[src/rtl/game_pkg.sv]
// Shared types and helpers for the per-frame game controller and its tick generator.
package game_pkg;

  typedef enum logic [2:0] {
    IDLE      = 3'd0,
    CLEAR     = 3'd1,
    SPRITE    = 3'd2,
    PHYSICS   = 3'd3,
    SCROLL    = 3'd4,
    WAIT_TICK = 3'd5
  } state_e;

  localparam logic [1:0] SRC_BG     = 2'd0;
  localparam logic [1:0] SRC_OBS    = 2'd1;
  localparam logic [1:0] SRC_PLAYER = 2'd2;

  // Bits needed to hold values 0..n-1 (0 for n <= 1).
  function automatic int clog2(input int n);
    int r;
    r = 0;
    for (int i = 0; i < 31; i++) begin
      if ((32'd1 << i) < n) r = i + 1;
    end
    return r;
  endfunction

endpackage

[src/rtl/tick_gen.sv]
// Free-running frame-tick counter 0..DIV-1; wrap_o pulses on the last count while enabled.
module tick_gen
  import game_pkg::*;
#(
  parameter int DIV = 833333
) (
  input  logic clk,
  input  logic reset,
  input  logic en_i,
  output logic wrap_o
);

  localparam int CW = (DIV > 1) ? clog2(DIV) : 1;
  localparam logic [CW-1:0] LAST = CW'(DIV - 1);

  logic [CW-1:0] cnt_q;

  always_ff @(posedge clk) begin
    if (reset) begin
      cnt_q <= '0;
    end else if (en_i) begin
      cnt_q <= (cnt_q == LAST) ? '0 : cnt_q + 1'b1;
    end
  end

  assign wrap_o = en_i && (cnt_q == LAST);

endmodule

[src/rtl/frame_sequencer.sv]
// Per-frame game controller: clear, draw sprites (player last), physics, scroll, wait for tick.
// Emits one registered pixel per clock; dbg_state mirrors the FSM state.
module frame_sequencer
  import game_pkg::*;
#(
  parameter int X_W      = 8,
  parameter int Y_W      = 7,
  parameter int SCR_W    = 160,
  parameter int SCR_H    = 120,
  parameter int N_SPR    = 2,
  parameter int SPR_W    = 8,
  parameter int SPR_H    = 8,
  parameter int PLAYER_X = 20,
  parameter int GROUND_Y = 100,
  parameter int JUMP_V   = 6,
  parameter int GRAVITY  = 1,
  parameter int VMAX     = 8,
  parameter int TICK_DIV = 833333,
  localparam int IW      = (N_SPR > 1) ? clog2(N_SPR) : 1
) (
  input  logic                     clk,
  input  logic                     reset,
  input  logic                     start,
  input  logic                     jump,
  input  logic                     pause,
  input  logic [(N_SPR-1)*X_W-1:0] obs_x,
  output logic [X_W-1:0]           px_x,
  output logic [Y_W-1:0]           px_y,
  output logic                     plot,
  output logic [1:0]               src,
  output logic [IW-1:0]            spr_idx,
  output logic [Y_W-1:0]           player_y,
  output logic [X_W-1:0]           scroll,
  output logic                     frame_done,
  output logic                     overrun,
  output logic [2:0]               dbg_state
);

  localparam int XW1 = X_W + 1;
  localparam int YW1 = Y_W + 1;
  localparam int VW  = Y_W + 2;

  localparam logic [X_W-1:0] SCR_W_M1 = X_W'(SCR_W - 1);
  localparam logic [Y_W-1:0] SCR_H_M1 = Y_W'(SCR_H - 1);
  localparam logic [X_W-1:0] SPR_W_M1 = X_W'(SPR_W - 1);
  localparam logic [Y_W-1:0] SPR_H_M1 = Y_W'(SPR_H - 1);
  localparam logic [XW1-1:0] SCR_W_X  = XW1'(SCR_W);
  localparam logic [YW1-1:0] SCR_H_Y  = YW1'(SCR_H);
  localparam logic [Y_W-1:0] GROUND   = Y_W'(GROUND_Y);
  localparam logic [IW-1:0]  LAST_IDX = IW'(N_SPR - 1);

  state_e            state_q;
  logic [X_W-1:0]    cx_q, sx_q, ox_q, px_q, scroll_q;
  logic [Y_W-1:0]    cy_q, sy_q, oy_q, py_q, player_y_q;
  logic [IW-1:0]     sidx_q, spr_idx_q;
  logic [1:0]        src_q;
  logic              plot_q, frame_done_q, overrun_q;
  logic              jump_pend_q, tick_pend_q;
  logic signed [Y_W:0] vel_q;

  logic tick_wrap, consume;

  tick_gen #(.DIV(TICK_DIV)) u_tick (
    .clk    (clk),
    .reset  (reset),
    .en_i   (state_q != IDLE),
    .wrap_o (tick_wrap)
  );

  assign consume = (state_q == WAIT_TICK) && tick_pend_q && !pause;

  // Sprite pixel coordinates carry one extra bit so off-screen pixels can be clipped.
  logic [XW1-1:0] pix_x;
  logic [YW1-1:0] pix_y;
  logic           on_screen;

  assign pix_x     = {1'b0, ox_q} + {1'b0, sx_q};
  assign pix_y     = {1'b0, oy_q} + {1'b0, sy_q};
  assign on_screen = (pix_x < SCR_W_X) && (pix_y < SCR_H_Y);

  // Origin of the sprite about to start: sprite 0 when leaving CLEAR, else the next one.
  logic [IW-1:0]  org_idx;
  logic [X_W-1:0] org_x;
  logic [Y_W-1:0] org_y;

  always_comb begin
    org_idx = (state_q == SPRITE) ? sidx_q + 1'b1 : '0;
    org_x   = X_W'(PLAYER_X);
    for (int i = 0; i < N_SPR - 1; i++) begin
      if (org_idx == IW'(i)) org_x = obs_x[i*X_W +: X_W];
    end
    org_y = (org_idx == LAST_IDX) ? player_y_q : GROUND;
  end

  // Physics: jump launch from ground, else gravity capped at VMAX, then land/ceiling clamps.
  logic signed [VW-1:0] v_sum, v_new, y_new;
  logic [Y_W-1:0]       player_y_d;
  logic signed [Y_W:0]  vel_d;

  always_comb begin
    v_sum = VW'(vel_q) + VW'(GRAVITY);
    if ((player_y_q == GROUND) && jump_pend_q) begin
      v_new = -VW'(JUMP_V);
      y_new = VW'(GROUND_Y) - VW'(JUMP_V);
    end else begin
      v_new = (v_sum > VW'(VMAX)) ? VW'(VMAX) : v_sum;
      y_new = $signed({2'b00, player_y_q}) + v_new;
    end
    if (y_new >= VW'(GROUND_Y)) begin
      player_y_d = GROUND;
      vel_d      = '0;
    end else if (y_new[VW-1]) begin
      player_y_d = '0;
      vel_d      = '0;
    end else begin
      player_y_d = y_new[Y_W-1:0];
      vel_d      = v_new[Y_W:0];
    end
  end

  always_ff @(posedge clk) begin
    if (reset) begin
      state_q      <= IDLE;
      cx_q         <= '0;
      cy_q         <= '0;
      sx_q         <= '0;
      sy_q         <= '0;
      sidx_q       <= '0;
      ox_q         <= '0;
      oy_q         <= '0;
      px_q         <= '0;
      py_q         <= '0;
      src_q        <= SRC_BG;
      spr_idx_q    <= '0;
      plot_q       <= 1'b0;
      frame_done_q <= 1'b0;
      overrun_q    <= 1'b0;
      scroll_q     <= '0;
      player_y_q   <= GROUND;
      vel_q        <= '0;
      jump_pend_q  <= 1'b0;
      tick_pend_q  <= 1'b0;
    end else begin
      plot_q       <= 1'b0;
      frame_done_q <= 1'b0;
      jump_pend_q  <= jump_pend_q | jump;
      // A wrap on the consuming cycle leaves the tick pending.
      tick_pend_q  <= tick_wrap | (tick_pend_q & ~consume);
      if (tick_wrap && tick_pend_q && (state_q != WAIT_TICK)) overrun_q <= 1'b1;

      case (state_q)
        IDLE: begin
          if (start) state_q <= CLEAR;
        end

        CLEAR: begin
          plot_q    <= 1'b1;
          px_q      <= cx_q;
          py_q      <= cy_q;
          src_q     <= SRC_BG;
          spr_idx_q <= '0;
          if (cx_q == SCR_W_M1) begin
            cx_q <= '0;
            if (cy_q == SCR_H_M1) begin
              cy_q    <= '0;
              sidx_q  <= '0;
              sx_q    <= '0;
              sy_q    <= '0;
              ox_q    <= org_x;
              oy_q    <= org_y;
              state_q <= SPRITE;
            end else begin
              cy_q <= cy_q + 1'b1;
            end
          end else begin
            cx_q <= cx_q + 1'b1;
          end
        end

        SPRITE: begin
          plot_q    <= on_screen;
          px_q      <= pix_x[X_W-1:0];
          py_q      <= pix_y[Y_W-1:0];
          src_q     <= (sidx_q == LAST_IDX) ? SRC_PLAYER : SRC_OBS;
          spr_idx_q <= sidx_q;
          if (sx_q == SPR_W_M1) begin
            sx_q <= '0;
            if (sy_q == SPR_H_M1) begin
              sy_q <= '0;
              if (sidx_q == LAST_IDX) begin
                state_q <= PHYSICS;
              end else begin
                sidx_q <= sidx_q + 1'b1;
                ox_q   <= org_x;
                oy_q   <= org_y;
              end
            end else begin
              sy_q <= sy_q + 1'b1;
            end
          end else begin
            sx_q <= sx_q + 1'b1;
          end
        end

        PHYSICS: begin
          player_y_q  <= player_y_d;
          vel_q       <= vel_d;
          jump_pend_q <= 1'b0;
          state_q     <= SCROLL;
        end

        SCROLL: begin
          scroll_q     <= (scroll_q == SCR_W_M1) ? '0 : scroll_q + 1'b1;
          frame_done_q <= 1'b1;
          state_q      <= WAIT_TICK;
        end

        WAIT_TICK: begin
          if (consume) state_q <= CLEAR;
        end

        default: state_q <= IDLE;
      endcase
    end
  end

  assign px_x       = px_q;
  assign px_y       = py_q;
  assign plot       = plot_q;
  assign src        = src_q;
  assign spr_idx    = spr_idx_q;
  assign player_y   = player_y_q;
  assign scroll     = scroll_q;
  assign frame_done = frame_done_q;
  assign overrun    = overrun_q;
  assign dbg_state  = state_q;

endmodule

[config.mk]
export PLATFORM = sky130hd
export DESIGN_NAME = frame_sequencer
export DESIGN_NICKNAME = d
export VERILOG_FILES = /design/src/rtl/game_pkg.sv /design/src/rtl/tick_gen.sv /design/src/rtl/frame_sequencer.sv
export SDC_FILE = /design/constraint.sdc
export NUM_CORES = 1
export LEC_CHECK = 0
export ABC_AREA = 1
export ABC_CLOCK_PERIOD_IN_PS = 2650
export BUFFER_PORTS_ARGS = -buffer_cell sky130_fd_sc_hd__buf_4
export CELL_PAD_IN_SITES_DETAIL_PLACEMENT = 2
export CELL_PAD_IN_SITES_GLOBAL_PLACEMENT = 2
export CORE_MARGIN = 4
export CORE_UTILIZATION = 31
export DETAILED_ROUTE_END_ITERATION = 6
export PLACE_DENSITY_LB_ADDON = 0.1
export SLEW_MARGIN = 15
export SYNTH_ARGS = -nofsm -noshare
export SYNTH_HDL_FRONTEND = slang
export SYNTH_SLANG_ARGS = --single-unit
[constraint.sdc]
create_clock -name clk -period 2.65 [get_ports clk]
set_input_delay 0.265 -clock clk [delete_from_list [all_inputs] [get_ports clk]]
set_output_delay 0.265 -clock clk [all_outputs]
set_load 0.01 [all_outputs]
After elaboration in Yosys (flattened, before gate mapping) --
Index checks and enable logic that the tools add are counted.
Storage, ports and cells: latch bits 0, bits in writable memories 0, output and inout port bits 39, memories kept 0, bits in registers 115, memory bits (read-only) 0, logic and storage cells 135
Cells by class: $lt $le $gt $ge 4, shift operators 0, bitwise operators 4, divide/modulo/power cells 0, add/sub/neg operators 11, multipliers 0, reductions and logical operators 18, eq/ne operators 21, multiplexer cells 56
Operators by type and width (count):
- 8-bit 2-to-1 mux | 14
- 7-bit 2-to-1 mux | 13
- 8-bit case mux with 2 select lines | 3
- 7-bit case mux with 2 select lines | 3
- 8-bit by 1-bit adder with 8-bit output, second input constant | 3
- 3-bit 2-to-1 mux | 7
- 20-bit by 1-bit adder with 20-bit output, second input constant | 1
- 20-bit == test, second input constant | 1
- 20-bit 2-to-1 mux | 1
- 9-bit 2-to-1 mux | 2
- 3-bit case mux with 6 select lines | 1
- 8-bit == test, second input constant | 2
- 7-bit by 1-bit adder with 7-bit output, second input constant | 2
- 7-bit == test, second input constant | 2
- 2-bit != test, second input constant | 6
- 8-bit by 2-bit adder with 9-bit output, second input constant | 1
- 8-bit by 8-bit adder with 9-bit output | 1
- 8-bit by 9-bit adder with 9-bit output | 1
- 9-bit by 8-bit >= comparator with 1-bit output, second input constant | 1
- 9-bit by 5-bit greater-than comparator with 1-bit output, second input constant | 1
- 9-bit by 8-bit less-than comparator with 1-bit output, second input constant | 1
- 7-bit by 7-bit adder with 8-bit output | 1
- 8-bit by 3-bit == test with 1-bit output, second input constant | 1
- 8-bit by 7-bit less-than comparator with 1-bit output, second input constant | 1
- 26 further kinds | 44

Depth between registers and ports, before layout --
depth in word-level cells 7, mapped depth 24, gate-level depth less buffers 24

By module --
From an unflattened synthesis, not the netlist that was laid out.
Second synthesis, totals: cells, all modules 958, area, all modules 6587.6 µm²
By module, submodules not included:
- frame_sequencer | cells an instance 782, area each 5386.4 µm², instances 1, sequential area each 1881.8 µm²
- tick_gen | cells an instance 176, area each 1201.2 µm², instances 1, sequential area each 400.4 µm²

Worst setup path after synthesis --
No wires, ideal clock.
path type register -> register, from register vel_q[0], to register player_y_q[3] (netlist: player_y[3]), buffers on the path 0, library setup time 60 ps, data arrival time 2765 ps, slack -174 ps, cell stages (with the launch flop) 21, cell sequence dfxtp_1 > ha_1 > xnor2_1 > nand2_1 > nand2_1 > nand3_1 > o21ai_1 > nand2_1 > inv_1 > ha_1 > fa_1 > nand3_1 > nand3_1 > nand2_1 > nor2_1 > nand2_1 > nand3_1 > nand2_2 > nor2_2 > nand3_1 > nand2_1
On the way: word-level cells in the longest chain between the ends 7, elaborated cells between the ends (all ways) 8, classes of those cells add/sub: 2; order compare: 2; mux: 4
RTL lines:
- start, declared | RTL line frame_sequencer.sv:59 | logic signed [Y_W:0] vel_q;
- start signal, assigned | RTL line frame_sequencer.sv:207 | vel_q <= vel_d;
- 8-bit by 2-bit adder with 9-bit output (*) | RTL line frame_sequencer.sv:101 | v_sum = VW'(vel_q) + VW'(GRAVITY);
- 9-bit by 5-bit greater-than comparator with 1-bit output | RTL line frame_sequencer.sv:106 | v_new = (v_sum > VW'(VMAX)) ? VW'(VMAX) : v_sum;
- 9-bit 2-to-1 mux (*) | RTL line frame_sequencer.sv:106
- 8-bit by 9-bit adder with 9-bit output (*) | RTL line frame_sequencer.sv:107 | y_new = $signed({2'b00, player_y_q}) + v_new;
- 9-bit 2-to-1 mux (*) | RTL line frame_sequencer.sv:102 | if ((player_y_q == GROUND) && jump_pend_q) begin
- 9-bit by 8-bit >= comparator with 1-bit output or 7-bit 2-to-1 mux (tied branches) | RTL line frame_sequencer.sv:109, frame_sequencer.sv:112
- 7-bit 2-to-1 mux (*) | RTL line frame_sequencer.sv:109 | if (y_new >= VW'(GROUND_Y)) begin
- end signal, assigned | RTL line frame_sequencer.sv:206 | player_y_q <= player_y_d;
- end, declared | RTL line frame_sequencer.sv:54 | logic [Y_W-1:0] cy_q, sy_q, oy_q, py_q, player_y_q;
Every way passes the cells marked *; elsewhere a longest branch is shown, timed or not. A chain may end at the register's enable or synchronous reset.

Worst setup path after layout --
from register vel_q[1], to register vel_q[3]
On the way: word-level cells in the longest chain between the ends 7, elaborated cells between the ends (all ways) 9, classes of those cells add/sub: 2; order compare: 2; mux: 5
RTL lines (RTL line):
- 8-bit by 2-bit adder with 9-bit output (*) | frame_sequencer.sv:101
- 9-bit by 5-bit greater-than comparator with 1-bit output | frame_sequencer.sv:106
- 9-bit 2-to-1 mux (*) | frame_sequencer.sv:106
- 8-bit by 9-bit adder with 9-bit output | frame_sequencer.sv:107
- 9-bit 2-to-1 mux | frame_sequencer.sv:102
- 9-bit by 8-bit >= comparator with 1-bit output or 8-bit 2-to-1 mux (tied branches) | frame_sequencer.sv:109, frame_sequencer.sv:112
- 8-bit 2-to-1 mux (*) | frame_sequencer.sv:109
Marks and branches as above.

==> flow_summary.yaml <==
run_status:
  violations: "setup timing"
  status: "finished, violations left"
layout:
  final_common_cell: "nand2_1"
  diodes: 0
  nets: 1127
  drive_above_1_share_pct: 26.19
  final_core_util_pct: 41.62
  fill_cells: 2461
  final_cell_mix: "195 x nand2_1, 118 x inv_1, 111 x buf_4"
  area_delta_synth_final_pct: 31.69
  fin_area_um2: 8776
logic_synthesis:
  synth.distinct_cells: 45
  synthFlopType: "dfxtp_1"
  ys_async_sr_fraction_pct: 0
  avgSynthCellArea_um2: 6.891
  synth_seq_cells: 114
  ys_seq_area_share_pct: 34.25
  synth_edf_count: 0
  synth_cells: 967
  syn_area_um2: 6664
  syn-num-nets: 1014
  yosys_warnings: 0
clock_network:
  cts_tree: "done"
  clkSlewWorstSetupHoldPaths_ns: 0.06
  numCtsBuffers: 17
  cts_sinks: 114
  worstSkewPairLatency_ns: 0.43
  ctsHoldBuffers: 0
  htreeDepth: 4
  clock_path_buffers: 2
  cts_root_buffer: "clkbuf_16"
timing:
  fin_ws_ns: -0.5146
  whs_ns: 0.06752
  drv_slew: 0
  clock-skew-final_ns: 0.01162
  finalCritPeriodShare_pct: 119.4
  rsz0062_at_grt: "true"
  hold_viol: 0
  worst_pin_slew_ns: 0.8204
  max_clock_freq_ghz: 0.3160
  finalSetupViolCount: 15
  fin_crit_ns: 3.165
  relSlewSlack_pct: 45.10
worst_setup_path:
  path_cells: "ha_4, nand2_4, inv_2, nand4_1, nand2_2, nand2_2, nand2_2, o21ai_4, buf_6, nand2_4, inv_4, ha_4, fa_2, nand3_2, a21oi_2, nor2_4, nand2_2, nand3_2, nand2_4, nor2_4, nand3_2, nand2_1"
  r2r-end: "vel_q[3]"
  cpMostUsedCell: "nand2_2"
  end_kind: "flop"
  cp-start-kind: "flop"
  cp_slowest_stage_delay_ns: 0.40
  rr_startpoint: "vel_q[1]"
  rr_worst_depth: 22
  crit_buf_inv: 3
  setup.worst_path.class: "reg -> reg"
  crit_arrival_ns: 3.51
  crit_required_ns: 3.00
  r2r_setup_slack_ns: -0.51
  crit_path_max_fanout: 6
  crit_family: "simple AND/OR/NAND/NOR gates"
  critPathSlowestCell: "fa_2"
drt:
  vias: 6969
  post_drt_wl_per_cell_um: 19.68
  vias_per_cell: 5.098
  drc_errors: 0
  drtIter0Drc: 291
  first_pass_iters: 4
  ant_nets: 0
  wl_um: 26900
grt:
  grt_pass1_wl_um: 41910
  overflow: 0
  grtUsageMet3_pct: 3.442
  grt_pass1_vias: 7587
  grt.total_usage_pct: 21.98
  use_met2_pct: 37.48
  use_met1_pct: 29.28
  grt.busiest_layer: "met2"
  antenna_found_initial: 0
  grt_max_degree: 51
placement:
  hpwl_um: 17730
  place_area_um2: 7639
  gp_congestion: 0.7807
  io_buffers: 51
  dpl_worst_slack_ns: -0.4317
die:
  row_count: 53
  io_pins: 52
  die_w_um: 154.6
  die_area_um2: 23910
  die_h_um: 154.6
  initial_utilization_pct: 31.60
  coreArea_um2: 21090
pwr:
  swShare_pct: 28.84
  p_switching_mw: 1.454
  p_int_mw: 3.589
  peakVddDrop_mv: 0.3567
  combPwrFrac_pct: 13.4
  power.density_nw_per_um2: 574.7
  power_leakage_nw: 3.701
  pwr-share-seq_pct: 36.5
  total_power_mw: 5.044
  clkPwrFrac_pct: 50.1
hold_path:
  min_path_cells: 3
  hold_end: "jump_pend_q"
  min_path_type: "in -> reg"
  worstHoldStart: "jump"
flow_run:
  maxCapViolations: 0
-- registers in the layout, summed over array words and instances, names as in the netlist, 8 cells and up --
name / flops
sx_q: 8
u_tick.cnt_q: 20
cx_q: 8
ox_q: 8
px_x: 8
vel_q: 8
scroll: 8
-- Yosys cell counts (all sizes together), types with 2 or more instances --
cell    instances  area (um2)
clkbuf         11       41.29
xnor2           9       78.83
a21o            2       15.01
o21a            5       37.54
ha             31       387.9
o211ai          2       15.01
a31oi          11       68.82
nor3b           4       35.03
nand4          22       137.6
o21bai          2       15.01
or2             7       43.80
buf             9       73.82
nand3          73       415.4
nand2         236       918.4
o21ai          36       183.9
fa              3       60.06
a221oi          3       26.28
a21oi          58       316.6
inv           131       494.2
nor2          123       504.2
dfxtp         114        2282
nor4            9       62.56
nor3           40       226.5
a211oi          4       30.03
xor2           18       157.7
o22ai           2       12.51
-- power by group through the flow --
stage          clock, mW  sequential, mW  combinational (mW)
2_1_floorplan          0            1.86               0.440
3_3_place_gp           0            1.87               0.640
3_5_place_dp           0            1.88               0.656
4_1_cts             2.54            1.84               0.673
5_1_grt             2.66            1.85               0.760
6_report            2.53            1.84               0.678
-- what timing repair did --
action                                  CTS  global route
pin swaps                                29            24
setup buffers                             9             7
endpoints found under the setup margin   15            15
resized for setup                        57            46
gates cloned                              1             0
-- worst register-to-register path: cells and delay by family, from the launching register on --
family | cells | cell delay (ns)
DFF | 1 | 0.38
AOI/OAI and AO/OA | 2 | 0.16
and+or+nand+nor | 14 | 1.55
buffers and inverters | 3 | 0.24
adders and majority gates | 3 | 0.76
-- area by class of cell --
type	instances	area, um2	share of cell area [%]
inverter	131	496.7	5.660
clock buffer	18	439.2	5.004
tap	275	344.1	3.921
clock inverter	13	185.2	2.110
sequential	114	2292	26.12
multi-input combinational	703	4163	47.43
timing repair buffer	113	855.8	9.752
-- layer usage --
layer  share of wire (%)  vias to the layer above
met5                   0                        -
met4                 1.5                        0
met3                 2.2                       25
met2                  50                       84
met1                  47                     3492
li1                    -                     3368
-- cells by family (layout without fill, tap and decap cells) --
| kind of cell | Yosys count | in the layout | share of synthesized area (%) |
|---|---|---|---|
| buffers and inverters | 151 | 275 | 9.144 |
| AND/OR/NAND/NOR | 515 | 516 | 35.28 |
| XOR/XNOR | 27 | 27 | 3.549 |
| adder cells (fa/ha/maj) | 34 | 34 | 6.722 |
| flip-flops | 114 | 114 | 34.25 |
| AO/OA/AOI/OAI | 126 | 126 | 11.06 |
-- worst max path at each step --
stage | start | to | cells after the start
finish | vel_q[1] | vel_q[3] | 22
global route | vel_q[1] | vel_q[3] | 22
CTS | vel_q[1] | vel_q[4] | 23
detailed placement | vel_q[1] | vel_q[4] | 22
global placement | vel_q[1] | vel_q[2] | 22
floorplan | vel_q[1] | player_y[3] | 20
-- metrics by stage --
step	cells	setup TNS, ns
2_1_floorplan	967	0
3_3_place_gp	1319	-4.012
3_5_place_dp	1319	-5.493
4_1_cts	1360	-2.801
5_1_grt	1367	-8.328
6_report	1367	-6.357
Power figures use the tool's default switching activity.
